<file path="config.mk">
export PLATFORM = sky130hd
export DESIGN_NAME = aesl_deadlock_param_monitor
export DESIGN_NICKNAME = d
export VERILOG_FILES = /design/src/rtl/aesl_deadlock_pkg.sv /design/src/rtl/aesl_deadlock_persist_ctr.sv /design/src/rtl/aesl_deadlock_param_monitor.sv
export SDC_FILE = /design/constraint.sdc
export NUM_CORES = 1
export LEC_CHECK = 0
export ABC_AREA = 1
export BUFFER_PORTS_ARGS = -buffer_cell sky130_fd_sc_hd__buf_4
export CORE_MARGIN = 2
export CORE_UTILIZATION = 40
export CTS_CLUSTER_DIAMETER = 80
export DETAILED_ROUTE_END_ITERATION = 12
export PLACE_DENSITY = 0.63
export SETUP_SLACK_MARGIN = 0.3
export SLEW_MARGIN = 25
export SYNTH_ARGS = -nofsm -noshare
export SYNTH_HDL_FRONTEND = slang
export SYNTH_SLANG_ARGS = --single-unit
export TNS_END_PERCENT = 50
</file>
<file path="constraint.sdc">
create_clock -name clock -period 2.1 [get_ports clock]
set_clock_uncertainty 0.05 [all_clocks]
set_input_delay 0.105 -clock clock [delete_from_list [all_inputs] [get_ports clock]]
set_output_delay 0.105 -clock clock [all_outputs]
set_load 0.02 [all_outputs]
</file>
<file path="src/rtl/aesl_deadlock_pkg.sv">
// Shared definitions for the dataflow deadlock monitor: state encoding,
// stream-ownership slice and lowest-set-bit encoder.
package aesl_deadlock_pkg;

  localparam logic [1:0] ST_RUN     = 2'd0;
  localparam logic [1:0] ST_SUSPECT = 2'd1;
  localparam logic [1:0] ST_BLOCKED = 2'd2;

  // True when any stream owned by process 'proc' reports a stall.
  function automatic logic axis_owned_hit(input logic [1023:0] map,
                                          input logic [31:0]   sigs,
                                          input int            proc,
                                          input int            num_axis);
    logic [1023:0] shifted;
    logic [31:0]   mask;
    shifted = map >> (proc * num_axis);
    mask    = (num_axis >= 32) ? 32'hffff_ffff : ((32'd1 << num_axis) - 32'd1);
    return |(sigs & shifted[31:0] & mask);
  endfunction

  function automatic logic [4:0] lowest_set(input logic [31:0] v);
    logic [4:0] r;
    r = 5'd0;
    for (int i = 31; i >= 0; i--) begin
      if (v[i]) r = 5'(i);
    end
    return r;
  endfunction

endpackage

</file>
<file path="src/rtl/aesl_deadlock_persist_ctr.sv">
// Persistence counter: counts consecutive qualifying cycles, saturates at
// THRESH-1 and restarts on clr.
module aesl_deadlock_persist_ctr #(
  parameter int CNT_W  = 16,
  parameter int THRESH = 1
) (
  input  logic clock,
  input  logic reset,
  input  logic clr,
  input  logic inc,
  output logic hit
);

  localparam logic [CNT_W-1:0] TC = CNT_W'(THRESH - 1);

  logic [CNT_W-1:0] cnt;

  always_ff @(posedge clock or negedge reset) begin
    if (!reset) begin
      cnt <= '0;
    end else if (clr) begin
      cnt <= '0;
    end else if (inc && !hit) begin
      cnt <= cnt + 1'b1;
    end
  end

  assign hit = (cnt == TC);

endmodule

</file>
<file path="src/rtl/aesl_deadlock_param_monitor.sv">
// Deadlock monitor for one dataflow region. Optional cycle trace is enabled
// with the DEADLOCK_MONITOR_TRACE_EN macro.
//
// state   | meaning
// RUN     | no stall pattern seen, counter idle
// SUSPECT | stall pattern held, counting towards THRESH
// BLOCKED | deadlock reported, block_idx frozen
module aesl_deadlock_param_monitor
  import aesl_deadlock_pkg::*;
#(
  parameter int                          NUM_PROC = 4,
  parameter int                          NUM_AXIS = 2,
  parameter logic [NUM_PROC*NUM_AXIS-1:0] AXIS_MAP = '1,
  parameter int                          THRESH   = 1,
  parameter bit                          STICKY   = 1'b0,
  parameter int                          IDX_W    = (NUM_PROC > 1) ? $clog2(NUM_PROC) : 1,
  parameter int                          CNT_W    = 16
) (
  input  logic                clock,
  input  logic                reset,
  input  logic [NUM_AXIS-1:0] axis_block_sigs,
  input  logic [NUM_PROC-1:0] inst_idle_sigs,
  input  logic [NUM_PROC-1:0] inst_block_sigs,
  input  logic [NUM_PROC-1:0] child_block,
  input  logic                clear,
`ifdef DEADLOCK_MONITOR_TRACE_EN
  output logic [31:0]         trace_cycle,
`endif
  output logic                block,
  output logic [IDX_W-1:0]    block_idx,
  output logic                block_idx_valid
);

  if (THRESH < 1 || THRESH > (2 ** CNT_W) - 1) begin : g_bad_thresh
    $error("THRESH out of range for CNT_W");
  end

  logic [NUM_PROC-1:0] axis_blk;
  logic [NUM_PROC-1:0] stop;
  logic                cond;
  logic                hit;
  logic [1:0]          state;
  logic [1:0]          nxt;
  logic                enter_blk;

  for (genvar i = 0; i < NUM_PROC; i++) begin : g_proc
    assign axis_blk[i] = child_block[i] &
                         axis_owned_hit(1024'(AXIS_MAP), 32'(axis_block_sigs), i, NUM_AXIS);
  end

  assign stop = inst_idle_sigs | inst_block_sigs | axis_blk;
  assign cond = (|axis_blk) & (&stop);

  aesl_deadlock_persist_ctr #(
    .CNT_W  (CNT_W),
    .THRESH (THRESH)
  ) u_persist (
    .clock (clock),
    .reset (reset),
    .clr   (clear | ~cond | (state == ST_BLOCKED)),
    .inc   (cond),
    .hit   (hit)
  );

  always_comb begin
    nxt = state;
    case (state)
      ST_RUN: begin
        if (cond) nxt = (THRESH == 1) ? ST_BLOCKED : ST_SUSPECT;
      end
      ST_SUSPECT: begin
        if (!cond)    nxt = ST_RUN;
        else if (hit) nxt = ST_BLOCKED;
      end
      ST_BLOCKED: begin
        if (!STICKY && !cond) nxt = ST_RUN;
      end
      default: nxt = ST_RUN;
    endcase
    if (clear) nxt = ST_RUN;
  end

  assign enter_blk = (nxt == ST_BLOCKED) && (state != ST_BLOCKED);

  always_ff @(posedge clock or negedge reset) begin
    if (!reset) begin
      state           <= ST_RUN;
      block           <= 1'b0;
      block_idx       <= '0;
      block_idx_valid <= 1'b0;
    end else begin
      state           <= nxt;
      block           <= (nxt == ST_BLOCKED);
      block_idx_valid <= (nxt == ST_BLOCKED);
      if (enter_blk) block_idx <= IDX_W'(lowest_set(32'(axis_blk)));
    end
  end

`ifdef DEADLOCK_MONITOR_TRACE_EN
  logic [31:0] cycle_cnt;

  always_ff @(posedge clock or negedge reset) begin
    if (!reset) begin
      cycle_cnt   <= '0;
      trace_cycle <= '0;
    end else begin
      cycle_cnt <= cycle_cnt + 32'd1;
      if (enter_blk) begin
        trace_cycle <= cycle_cnt;
        $display("deadlock: cycle %0d idx %0d axis %b idle %b chan %b", cycle_cnt,
                 lowest_set(32'(axis_blk)), axis_block_sigs, inst_idle_sigs, inst_block_sigs);
      end
    end
  end
`endif

endmodule
</file>
-- Word-level counts from Yosys, hierarchy flattened
Cells that the tools add are included.
W data, S select, Z words.
- add/sub/neg operators: 1
- multipliers: 0
- divide/modulo/power cells: 0
- order comparisons: 0
- equal/unequal tests: 4
- shifts and indexed selects: 0
- mux-type cells: 12
- bitwise gates (word level): 10
- reductions and logical operators: 9
- operators by type and width (operator ; number):
    $mux W16 ; 2
    $mux W2 ; 9
    $add A16 B1 Y16 const B ; 1
    $logic_not A16 Y1 ; 1
    $or A4 B4 Y4 ; 2
    $pmux W2 S3 ; 1
    $and A1 B1 Y1 ; 5
    $eq A2 B2 Y1 const B ; 2
    $reduce_and A4 Y1 ; 1
    $reduce_or A4 Y1 ; 1
    $eq A2 B1 Y1 const B ; 1
    $logic_and A1 B1 Y1 ; 2
    $logic_not A2 Y1 ; 1
    $ne A2 B2 Y1 const B ; 1
    $or A1 B1 Y1 ; 2
    $reduce_bool A2 Y1 ; 1
    $reduce_or A2 Y1 ; 1
    $logic_not A1 Y1 ; 1
    $not A1 Y1 ; 1
- register bits after elaboration: 21
- bits in latches: 0
- memory bits (writable): 0
- bits in read-only memories: 0
- output and inout port bits: 4
- logic and storage cells: 40
- memories kept: 0

-- Logic depth before layout (Yosys ltp)
Gate-level depths: netlist (run 1).
- depth after elaboration: 10
- mapped depth: 10
- depth with buffers taken out: 10

-- Cells and area by module
A second synthesis (run 1) with hierarchy kept.
- cell total of the unflattened synthesis: 212
- area, all modules: 1455.1 um^2
- modules (own cells, without submodules) (module ; times used ; cells an instance ; area an instance (um^2) ; sequential area each (um^2)):
    aesl_deadlock_persist_ctr ; 1 ; 159 ; 1081.0 ; 400.4
    aesl_deadlock_param_monitor ; 1 ; 53 ; 374.1 ; 125.1

-- Worst setup path before layout (run 1)
Ideal clock, no wire load.
- path type: reg2reg
- start: register u_persist.cnt[0]
- end: register u_persist.cnt[0]
- data arrival time: 1.271 ns
- slack: 0.660 ns
- cell stages (with the launch flop): 9
- buffers on the path: 0
- path through: dfrtp_1 > inv_1 > ha_1 > nand4_1 > or2_1 > nand2_1 > nand2_1 > nand2_1 > nor2_1
- longest elaborated chain between the ends: 4
- elaborated cells between the ends (all ways): 7
- those cells by class: add/sub (1); mux (2); reduce/logical (4)
- RTL lines (what ; RTL line ; RTL):
    start: declaration ; aesl_deadlock_persist_ctr.sv:16 ; logic [CNT_W-1:0] cnt;
    start signal: assignment ; aesl_deadlock_persist_ctr.sv:24 ; cnt <= cnt + 1'b1;
    branches (longest 4 deep; another with $add A16 B1 Y16) ; -- ;
Several ways; the timed one is not identified. The select of a mux whose other input is x is not followed.
A chain may end at the register's enable or synchronous reset.

-- Final worst setup path (run 1)
Same ends and word-level chain as after synthesis.

==> flow_summary.json, run 1 <==
{
  "outcome": "finished, final reports clean",
  "setup_viol": 0,
  "overflow": 0,
  "boundaryPins": 21,
  "period_minus_slack_ps": 1610,
  "power_density_nw_per_um2": 492,
  "crit_end": "u_persist.cnt[0]",
  "netlist_instances": 170,
  "worstSetupStartpointType": "flop",
  "r2r-end": "u_persist.cnt[0]",
  "reg2reg_from": "u_persist.cnt[0]",
  "p_leak_nw": 0.720,
  "async_flop_share": 1.00,
  "rsz0062_at_grt": "no",
  "avgRoutedWirePerCell_um": 11.2,
  "dr_total_vias": 1132,
  "fmax_mhz": 620,
  "yosysWarnings": 0,
  "ys_types": 26,
  "pre_cts_slack_ps": 511,
  "seqPwrFrac": 0.559,
  "place_area_sq_um": 1510,
  "cts_tree": "done",
  "cts.repair.resized": 0,
  "synth_ff_type": "dfrtp_1",
  "firstDrtPassIters": 4,
  "synth.area.top_cells": "dfrtp_1 (40%), nand2_1 (10%), nor2_1 (8.2%)",
  "cp.required_ps": 2250,
  "synth_seq_cells": 21,
  "synth_largest_area_cell": "dfrtp_1",
  "cp-end-kind": "flop",
  "drc": 0,
  "crit_type": "flop to flop",
  "antenna_found_initial": 0,
  "tightestPinTransition_ps": 306,
  "cts-htree-levels": 1,
  "detailed_place_hpwl_mm": 2.09,
  "yosysMostFrequentCell": "nand2_1",
  "max_cap_viol_count": 0,
  "finalCritPeriodShare": 0.768,
  "p_int_w": 0.000546,
  "die_w_um": 61.6,
  "regToRegSetupSlack_ps": 490,
  "pwr-share-clk": 0.259,
  "cts_setup_buffers": 0,
  "drive_above_1_share": 0.229,
  "synth_edf_count": 0,
  "clock_latency_ps": 310,
  "routabilityCongestion": 0.841,
  "tns_ps": 0,
  "crit_path_start": "u_persist.cnt[0]",
  "synthTopCellsByCount": "nand2_1 (37), nor2_1 (29), dfrtp_1 (21), inv_1 (16), nand3_1 (12)",
  "path_max_fanout": 5,
  "postLayoutSetupSlackWorst_ps": 488,
  "drt_iter0_markers": 54,
  "holdCritPathClass": "primary input to flop",
  "holdWs_ps": 29.5,
  "grt.total_usage": 0.164,
  "ir_worst_vdd_v": 0.000295,
  "yosysSeqAreaShare": 0.397,
  "rows": 20,
  "via_per_inst": 4.80,
  "avgSynthCellArea_sq_um": 7.79,
  "crit_arrival_ps": 1770,
  "synthToLayoutAreaGrowth_pct": 16.5,
  "r2r_cells": 8,
  "die_h_um": 61.6,
  "core_area_sq_um": 3100,
  "finalHoldViolCount": 0,
  "initial_core_util": 0.427,
  "grt_first_pass_wirelength_mm": 4.57,
  "power_frac_comb": 0.183,
  "netlist_area_sq_um": 1330,
  "io_buffer_count": 20,
  "die-area_sq_um": 3790,
  "switching_power_w": 0.000214,
  "grt_max_degree": 22,
  "cts.sinks": 21,
  "antennaDiodeCount": 0,
  "synth_nets": 189,
  "yosys.area.top_type_share": 0.397,
  "switching_share": 0.281,
  "path_clk_slew_ps": 120,
  "grt_pass1_vias": 1065,
  "cts_root_buffer": "clkbuf_4",
  "detail-route-antenna-nets": 0,
  "cts.path.max_buffers": 2,
  "design_area_sq_um": 1540,
  "wl_mm": 2.65,
  "slew_viol_final": 0,
  "nets": 212,
  "maxSlewHeadroom": 0.795,
  "numCtsBuffers": 3
}
-- power groups by stage --
stage                     sequential [W]  combinational [W]  clock (W)
after global placement          0.000431           0.000136          0
after CTS                       0.000424           0.000140   0.000202
final                           0.000424           0.000139   0.000197
after detailed placement        0.000431           0.000138          0
after global routing            0.000426           0.000151   0.000229
after floorplan                 0.000446          0.0000650          0
-- flip-flops by register name, summed over array words and instances (netlist names) --
| register | flops |
|---|---|
| block_idx | 2 |
| block_idx_valid | 1 |
| state | 2 |
| u_persist.cnt | 16 |
-- how the worst min path moves through the flow --
stage	startpoint	to	slack [ps]	depth (start not counted)
3_5_place_dp	reset	u_persist.cnt[12]	-40	1
6_report	child_block[1]	block_idx[1]	30	4
4_1_cts	child_block[1]	block_idx[1]	30	4
3_3_place_gp	reset	u_persist.cnt[7]	-50	1
2_1_floorplan	reset	block_idx[0]	-240	0
5_1_grt	child_block[1]	block_idx[1]	30	4
-- cell type report --
class,instances,area (sq um)
Timing Repair Buffer,21,160
Fill cell,329,1560
Sequential cell,21,526
Inverter,16,60.1
Clock buffer,3,22.5
Multi-Input combinational cell,130,716
Tap cell,44,55.1
Clock inverter,1,5.00
-- layer usage --
layer | GRT usage | vias up | share of wire | wire length (um)
li1 | - | 582 | - | -
met1 | 0.211 | 524 | 0.49 | 1300
met2 | 0.268 | 24 | 0.45 | 1190
met3 | 0.0504 | 2 | 0.056 | 149
met4 | 0.0426 | 0 | 0.0038 | 10
met5 | 0 | - | 0 | 0
-- stage by stage --
stage               total power, W  std cells   util
global placement          0.000567        231  0.485
CTS                       0.000767        236  0.498
floorplan                 0.000511        170      -
detailed placement        0.000570        231  0.485
global route              0.000806        236  0.498
finish                    0.000760        236  0.498
-- cells by family (layout without fill, tap and decap cells) --
logic type	count (synthesis)	after routing	share of synthesized area
simple gates	111	111	0.413
flops	21	21	0.397
buf+inv	19	41	0.0633
xor+xnor	13	13	0.0859
compound gates	4	4	0.0227
fa+ha+maj	2	2	0.0189
-- worst max-delay path, cell delays in order (launching register included) --
cell and delay, ps:
dfrtp_1 450, inv_1 150, ha_1 180, nand4_1 90, or2_1 270, nand2_1 140
nand2_1 60, nand2_1 60, nor2_1 40
-- placed cells by master (no fill, tap or decap), types with 2 or more instances in the layout --
master	synthesis	layout
buf_4	1	20
ha_1	2	2
xnor2_1	2	2
xor2_1	11	11
nor2_1	29	29
nand2_1	37	37
nor3_1	6	6
clkbuf_4	0	3
o21ai_2	2	2
dfrtp_1	21	21
nand4_1	7	7
nand3_1	12	12
inv_1	16	16
nor2_2	11	11
-- repair_timing --
action / CTS / global route
hold buffers: 1 / 0
endpoints found under the hold margin: 21 / 0
endpoints found under the setup margin: 0 / 0
Power figures use the tool's default switching activity.
==> inputs of run 2 (changes only) <==
Settings changed: ABC_AREA 1 to 0.
Clock period 2.1 ns to 1.57 ns, I/O delays scaled along.
==> run 2 against run 1 <==
  * Synthesized cell count fell by 30%
  * First-iteration DRC count rose by 3.7%
  * Critical path depth rose by 1
  * The run now ends with negative setup slack left
  * Largest power group unchanged
  * Critical endpoint is now u_persist.cnt[1]
==> flow_summary.json, run 2 <==
{
  "die_w_um": 57.9,
  "synthXorXnorAreaFrac": 0.106,
  "nets": 192,
  "grt_first_pass_wirelength_mm": 5.11,
  "path_max_fanout": 3,
  "initial_core_util": 0.421,
  "violations": "negative setup slack",
  "yosys.area.top_type_share": 0.453,
  "cts.path.max_buffers": 2,
  "yosysWarnings": 0,
  "dr_total_vias": 1080,
  "synth_ff_type": "dfrtp_1",
  "rows": 19,
  "crit_path_start": "u_persist.cnt[1]",
  "setup_viol": 3,
  "cts.sinks": 21,
  "dr_wl_met2_mm": 1.54,
  "largest_reg_flops": 16,
  "clock_latency_ps": 310,
  "finalCritPeriodShare": 1.02,
  "slew_viol_final": 0,
  "async_flop_share": 1.00,
  "fillers": 214,
  "firstDrtPassIters": 4,
  "regToRegSetupSlack_ps": -40,
  "grt_pass1_vias": 1099,
  "maxSlewHeadroom": 0.718,
  "numCtsBuffers": 3,
  "holdCritPathClass": "primary input to asynchronous set/reset pin",
  "grt.total_usage": 0.196,
  "wl_met3_um": 98,
  "drive_above_1_share": 0.558,
  "path_clk_slew_ps": 130,
  "netlist_instances": 119,
  "synth_compound_area_frac": 0.0323,
  "synth_largest_area_cell": "dfrtp_1",
  "core_area_sq_um": 2760,
  "die_h_um": 57.9,
  "p_leak_nw": 0.827,
  "top_regs": "u_persist.cnt: 16 flops, block_idx: 2 flops, state: 2 flops",
  "die-area_sq_um": 3350,
  "cp-end-kind": "flop",
  "max_cap_viol_count": 0,
  "synth_seq_cells": 21,
  "outcome": "finished with violations",
  "power_density_nw_per_um2": 554,
  "yosysMostFrequentCell": "dfrtp_1",
  "synth_top_family_by_area": "simple AND/OR/NAND/NOR gates",
  "synth_simple_gate_area_frac": 0.335,
  "top_register": "u_persist.cnt",
  "postLayoutSetupSlackWorst_ps": -38.7,
  "crit_type": "flop to flop",
  "reg2reg_from": "u_persist.cnt[1]",
  "via_per_inst": 5.32,
  "io_buffer_count": 20,
  "routabilityCongestion": 0.784,
  "ys_types": 29,
  "antenna_found_initial": 0,
  "synth_edf_count": 0,
  "synth.area.top_cells": "dfrtp_1 (45%), xor2_1 (6.8%), nor2_1 (6.1%)",
  "ir_worst_vdd_v": 0.000634,
  "synthTopCellsByCount": "dfrtp_1 (21), nor2_1 (19), xor2_1 (9), nand3_1 (8)",
  "finalHoldViolCount": 0,
  "boundaryPins": 21,
  "rsz0062_at_grt": "yes",
  "detailed_place_hpwl_mm": 1.97,
  "synthToLayoutAreaGrowth_pct": 56.8,
  "synth_fa_ha_area_frac": 0.0216,
  "avgRoutedWirePerCell_um": 14.9,
  "final_cell_mix": "buf_4 (45), nor2_1 (18), dfrtp_1 (16), xor2_1 (9)",
  "cts_tree": "done",
  "netlist_area_sq_um": 1160,
  "avgSynthCellArea_sq_um": 9.76,
  "detail-route-antenna-nets": 0,
  "cts_root_buffer": "clkbuf_4",
  "yosysSeqAreaShare": 0.453,
  "wl_mm": 3.03,
  "drc": 0,
  "antennaDiodeCount": 0,
  "worstSetupStartpointType": "flop",
  "layout.cells.most_common": "buf_4",
  "fmax_mhz": 622,
  "overflow": 0,
  "pre_cts_slack_ps": -21.2,
  "synth_nets": 138,
  "drt-met1-wl_mm": 1.37,
  "crit_arrival_ps": 1810,
  "tns_ps": -55.7,
  "period_minus_slack_ps": 1610,
  "grt_max_degree": 22,
  "drt_iter0_markers": 56,
  "highest_layer": "met4",
  "cts-htree-levels": 1,
  "tightestPinTransition_ps": 422,
  "cp.required_ps": 1770,
  "synthMuxAreaShare": 0.0259
}
==> run 2: cell types whose count changed after synthesis, sizes merged, moves of 2 or more <==
cell    previous run  this run
nand3             14         9
nor3b              0         3
xnor2              2         5
xor2              11         9
nand2b             0         2
mux2               0         2
o21ai              2         0
nor2              41        19
nand2             38         6
nor4               0         5
or2                2         0
and3               0         4
inv               16         5
a21oi              1         5
==> run 2: power by group <==
group	leakage [nW]	switching, W	internal, W
clock	0.0177	0.000177	0.0000952
sequential	0.282	0.00000867	0.000554
combinational	0.528	0.0000882	0.0000866
==> run 2: final cells by class <==
| cell class | instances | area (sq um) | area share |
|---|---|---|---|
| multi-input cells | 91 | 801 | 0.440 |
| clock buffers | 3 | 22.5 | 0.0124 |
| inverters | 5 | 18.8 | 0.0103 |
| repair buffers | 51 | 403 | 0.221 |
| flip-flops and latches | 21 | 532 | 0.292 |
| well taps | 31 | 38.8 | 0.0213 |
| clock inverters | 1 | 5.00 | 0.00275 |
==> run 2: critical path: stages, from the launching register on <==
cell and delay (ps):
dfrtp_1 420, inv_2 80, ha_4 130, buf_4 100
nor3b_4 160, nand4_1 180, buf_4 210, nor2_4 80
a21oi_2 40, nor2_1 100
==> run 2: worst paths after layout <==
kind	to	cells after the start
max	u_persist.cnt[1]	9
min	u_persist.cnt[3]	2
max reg2reg	u_persist.cnt[1]	9
min reg2reg	block_idx[1]	1
max in group asynchronous	u_persist.cnt[9]	2
min in group clock	block_idx[1]	3
==> run 2: cells by family after synthesis <==
logic type                 Yosys count
and+or+nand+nor                     67
AOI/OAI and AO/OA                    6
adders and majority gates            2
xor gates and xnor gates            14
buffers and inverters                7
muxes                                2
DFF                                 21
==> run 2: repair_timing <==
item | 4_1_cts | 5_1_grt
hold buffers | 2 | 0
endpoints found under the hold margin | 24 | 0
endpoints found under the setup margin | 18 | 20
resized for setup | 28 | 12
setup buffers | 8 | 7
pin swaps | 28 | 16
==> run 2: metrics by stage <==
step           total power [W]  std cells   util  hold slack [ps]  instance area, sq um
2_1_floorplan         0.000657        119      -             -267                  1200
3_3_place_gp          0.000735        182  0.539            -77.2                  1490
3_5_place_dp          0.000739        182  0.539            -72.4                  1490
4_1_cts                0.00102        196  0.618              119                  1700
5_1_grt                0.00106        203  0.660              128                  1820
6_report               0.00101        203  0.660              112                  1820
==> run 2: layer usage <==
metal  vias to the layer above  GRT usage
met5                         -          0
met4                         0     0.0199
met3                         2     0.0469
met2                        24      0.326
met1                       532      0.270
li1                        522          -
==> inputs of run 3 (changes only) <==
Settings changed: PLACE_DENSITY 0.63 to 0.7, SETUP_SLACK_MARGIN 0.3 to 0.5.
==> run 3 against run 2 <==
  * The run still ends with negative setup slack left
  * Clock power rose by 4%
  * Largest cell class unchanged
  * Via count rose by 2.9%
  * Setup slack got worse by 49 ps
  * Hold slack got worse by 8.8 ps
  * Cell area fell by 2.8%
  * Final cell count fell by 3.9%
  * Utilization fell by 1.9 points
  * Largest power group unchanged
  * Critical path depth fell by 4
  * Highest routed layer unchanged
  * Sequential cell count did not move
  * Register-to-register slack got worse by 50 ps
==> flow_summary.json, run 3 (synthesized netlist as in run 2, its figures left out) <==
{
  "die_w_um": 57.9,
  "layout.cells.most_common": "buf_4",
  "cts_root_buffer": "clkbuf_4",
  "avgRoutedWirePerCell_um": 16.6,
  "io_buffer_count": 20,
  "grt_pass1_vias": 1186,
  "p_leak_nw": 0.839,
  "detailed_place_hpwl_mm": 2.02,
  "drc": 0,
  "fin_util": 0.642,
  "slew_viol_final": 0,
  "crit_arrival_ps": 1830,
  "maxSlewHeadroom": 0.689,
  "clock_latency_ps": 330,
  "design_area_sq_um": 1770,
  "final_cell_mix": "buf_4 (35), dfrtp_1 (19), nor2_1 (18), xor2_1 (8), nand4_1 (6)",
  "routabilityCongestion": 0.809,
  "firstDrtPassIters": 4,
  "crit_type": "flop to flop",
  "cts.sinks": 21,
  "detail-route-antenna-nets": 0,
  "cts.path.max_buffers": 2,
  "holdCritPathClass": "primary input to asynchronous set/reset pin",
  "max_stage_delay_ps": 460,
  "ir_worst_vdd_v": 0.000437,
  "max_cap_viol_count": 0,
  "fillers": 201,
  "path_max_fanout": 3,
  "synthToLayoutAreaGrowth_pct": 52.4,
  "cts-htree-levels": 1,
  "grt_first_pass_wirelength_mm": 5.30,
  "boundaryPins": 21,
  "drive_above_1_share": 0.500,
  "top_regs": "u_persist.cnt: 16 flops, block_idx: 2 flops, state: 2 flops",
  "core_area_sq_um": 2760,
  "via_per_inst": 5.70,
  "largest_reg_flops": 16,
  "die_h_um": 57.9,
  "antennaDiodeCount": 0,
  "power_density_nw_per_um2": 582,
  "setup_viol": 2,
  "rsz0062_at_grt": "yes",
  "period_minus_slack_ps": 1660,
  "path_buf_inv": 0,
  "initial_core_util": 0.421,
  "cts_tree": "done",
  "top_register": "u_persist.cnt",
  "postLayoutSetupSlackWorst_ps": -87.6,
  "rows": 19,
  "wl_mm": 3.23,
  "die-area_sq_um": 3350,
  "finalCritPeriodShare": 1.06,
  "dr_total_vias": 1111,
  "cp-end-kind": "flop",
  "cp.required_ps": 1740,
  "finalHoldViolCount": 0,
  "critPathSlowestCell": "dfrtp_1",
  "violations": "negative setup slack",
  "place_area_sq_um": 1460,
  "tns_ps": -174,
  "path_clk_slew_ps": 120,
  "fmax_mhz": 603,
  "numCtsBuffers": 3,
  "nets": 184,
  "worstSetupStartpointType": "flop",
  "grt_max_degree": 22,
  "regToRegSetupSlack_ps": -90,
  "holdWs_ps": 103,
  "crit_path_cell_trace": "nor4_4, nand4_1, nand2_2, nand2b_4, mux2_4",
  "tightestPinTransition_ps": 465,
  "outcome": "finished with violations",
  "antenna_found_initial": 0,
  "cpLargestDelayFamily": "simple AND/OR/NAND/NOR gates",
  "grt.total_usage": 0.207,
  "overflow": 0,
  "drt_iter0_markers": 36
}
-- run 3: cell types whose count changed in the layout (fill, tap and decap cells not counted), moves of 2 or more --
cell / previous run / this run
dfrtp_2: 5 / 2
buf_4: 45 / 35
nor3_2: 4 / 1
nor3_4: 1 / 3
nand2_2: 4 / 2
dfrtp_1: 16 / 19
-- run 3: area by class of cell --
| type | count | area, sq um | area share |
|---|---|---|---|
| tap | 31 | 38.8 | 0.0219 |
| multi-input combinational | 91 | 798 | 0.451 |
| sequential | 21 | 528 | 0.298 |
| clock buffer | 4 | 26.3 | 0.0149 |
| timing repair buffer | 43 | 359 | 0.203 |
| inverter | 5 | 18.8 | 0.0106 |
-- run 3: final timing paths --
path	to	startpoint	depth (start not counted)
worst max register to register	block_idx[1]	u_persist.cnt[2]	5
worst min-delay path	block_idx_valid	reset	2
min in group clock	u_persist.cnt[3]	clear	5
max in group asynchronous	u_persist.cnt[10]	reset	2
worst min register to register	block_idx[1]	block_idx[1]	1
worst max-delay path	block_idx[1]	u_persist.cnt[2]	5
-- run 3: where the power goes --
| group | total [W] | switching, W | internal (W) | leakage, nW |
|---|---|---|---|---|
| Combinational | 0.000184 | 0.0000911 | 0.0000928 | 0.537 |
| Sequential | 0.000563 | 0.00000935 | 0.000554 | 0.287 |
| Clock | 0.000282 | 0.000182 | 0.0000998 | 0.0150 |
| Total | 0.00103 | 0.000283 | 0.000747 | 0.839 |
-- run 3: per-stage QoR --
stage	setup WS, ps	power [W]	instances
after global routing	-124	0.00107	195
after floorplan	44.9	0.000657	119
final	-87.6	0.00103	195
after CTS	-51.0	0.00102	191
after global placement	31.2	0.000736	179
after detailed placement	-79.2	0.000741	179
-- run 3: what timing repair did --
| item | CTS | global route |
|---|---|---|
| gates resized for setup | 31 | 9 |
| setup endpoints to repair | 21 | 21 |
| pin swaps | 19 | 21 |
| hold endpoints to repair | 24 | 0 |
| hold buffers | 2 | 0 |
| buffers inserted | 6 | 4 |
-- run 3: layer usage --
metal | GRT usage | part of all wire | up-vias
met3 | 0.0379 | 0.068 | 7
met2 | 0.372 | 0.51 | 57
met4 | 0.0797 | 0.022 | 0
li1 | - | - | 508
met5 | 0 | 0 | -
met1 | 0.244 | 0.40 | 539
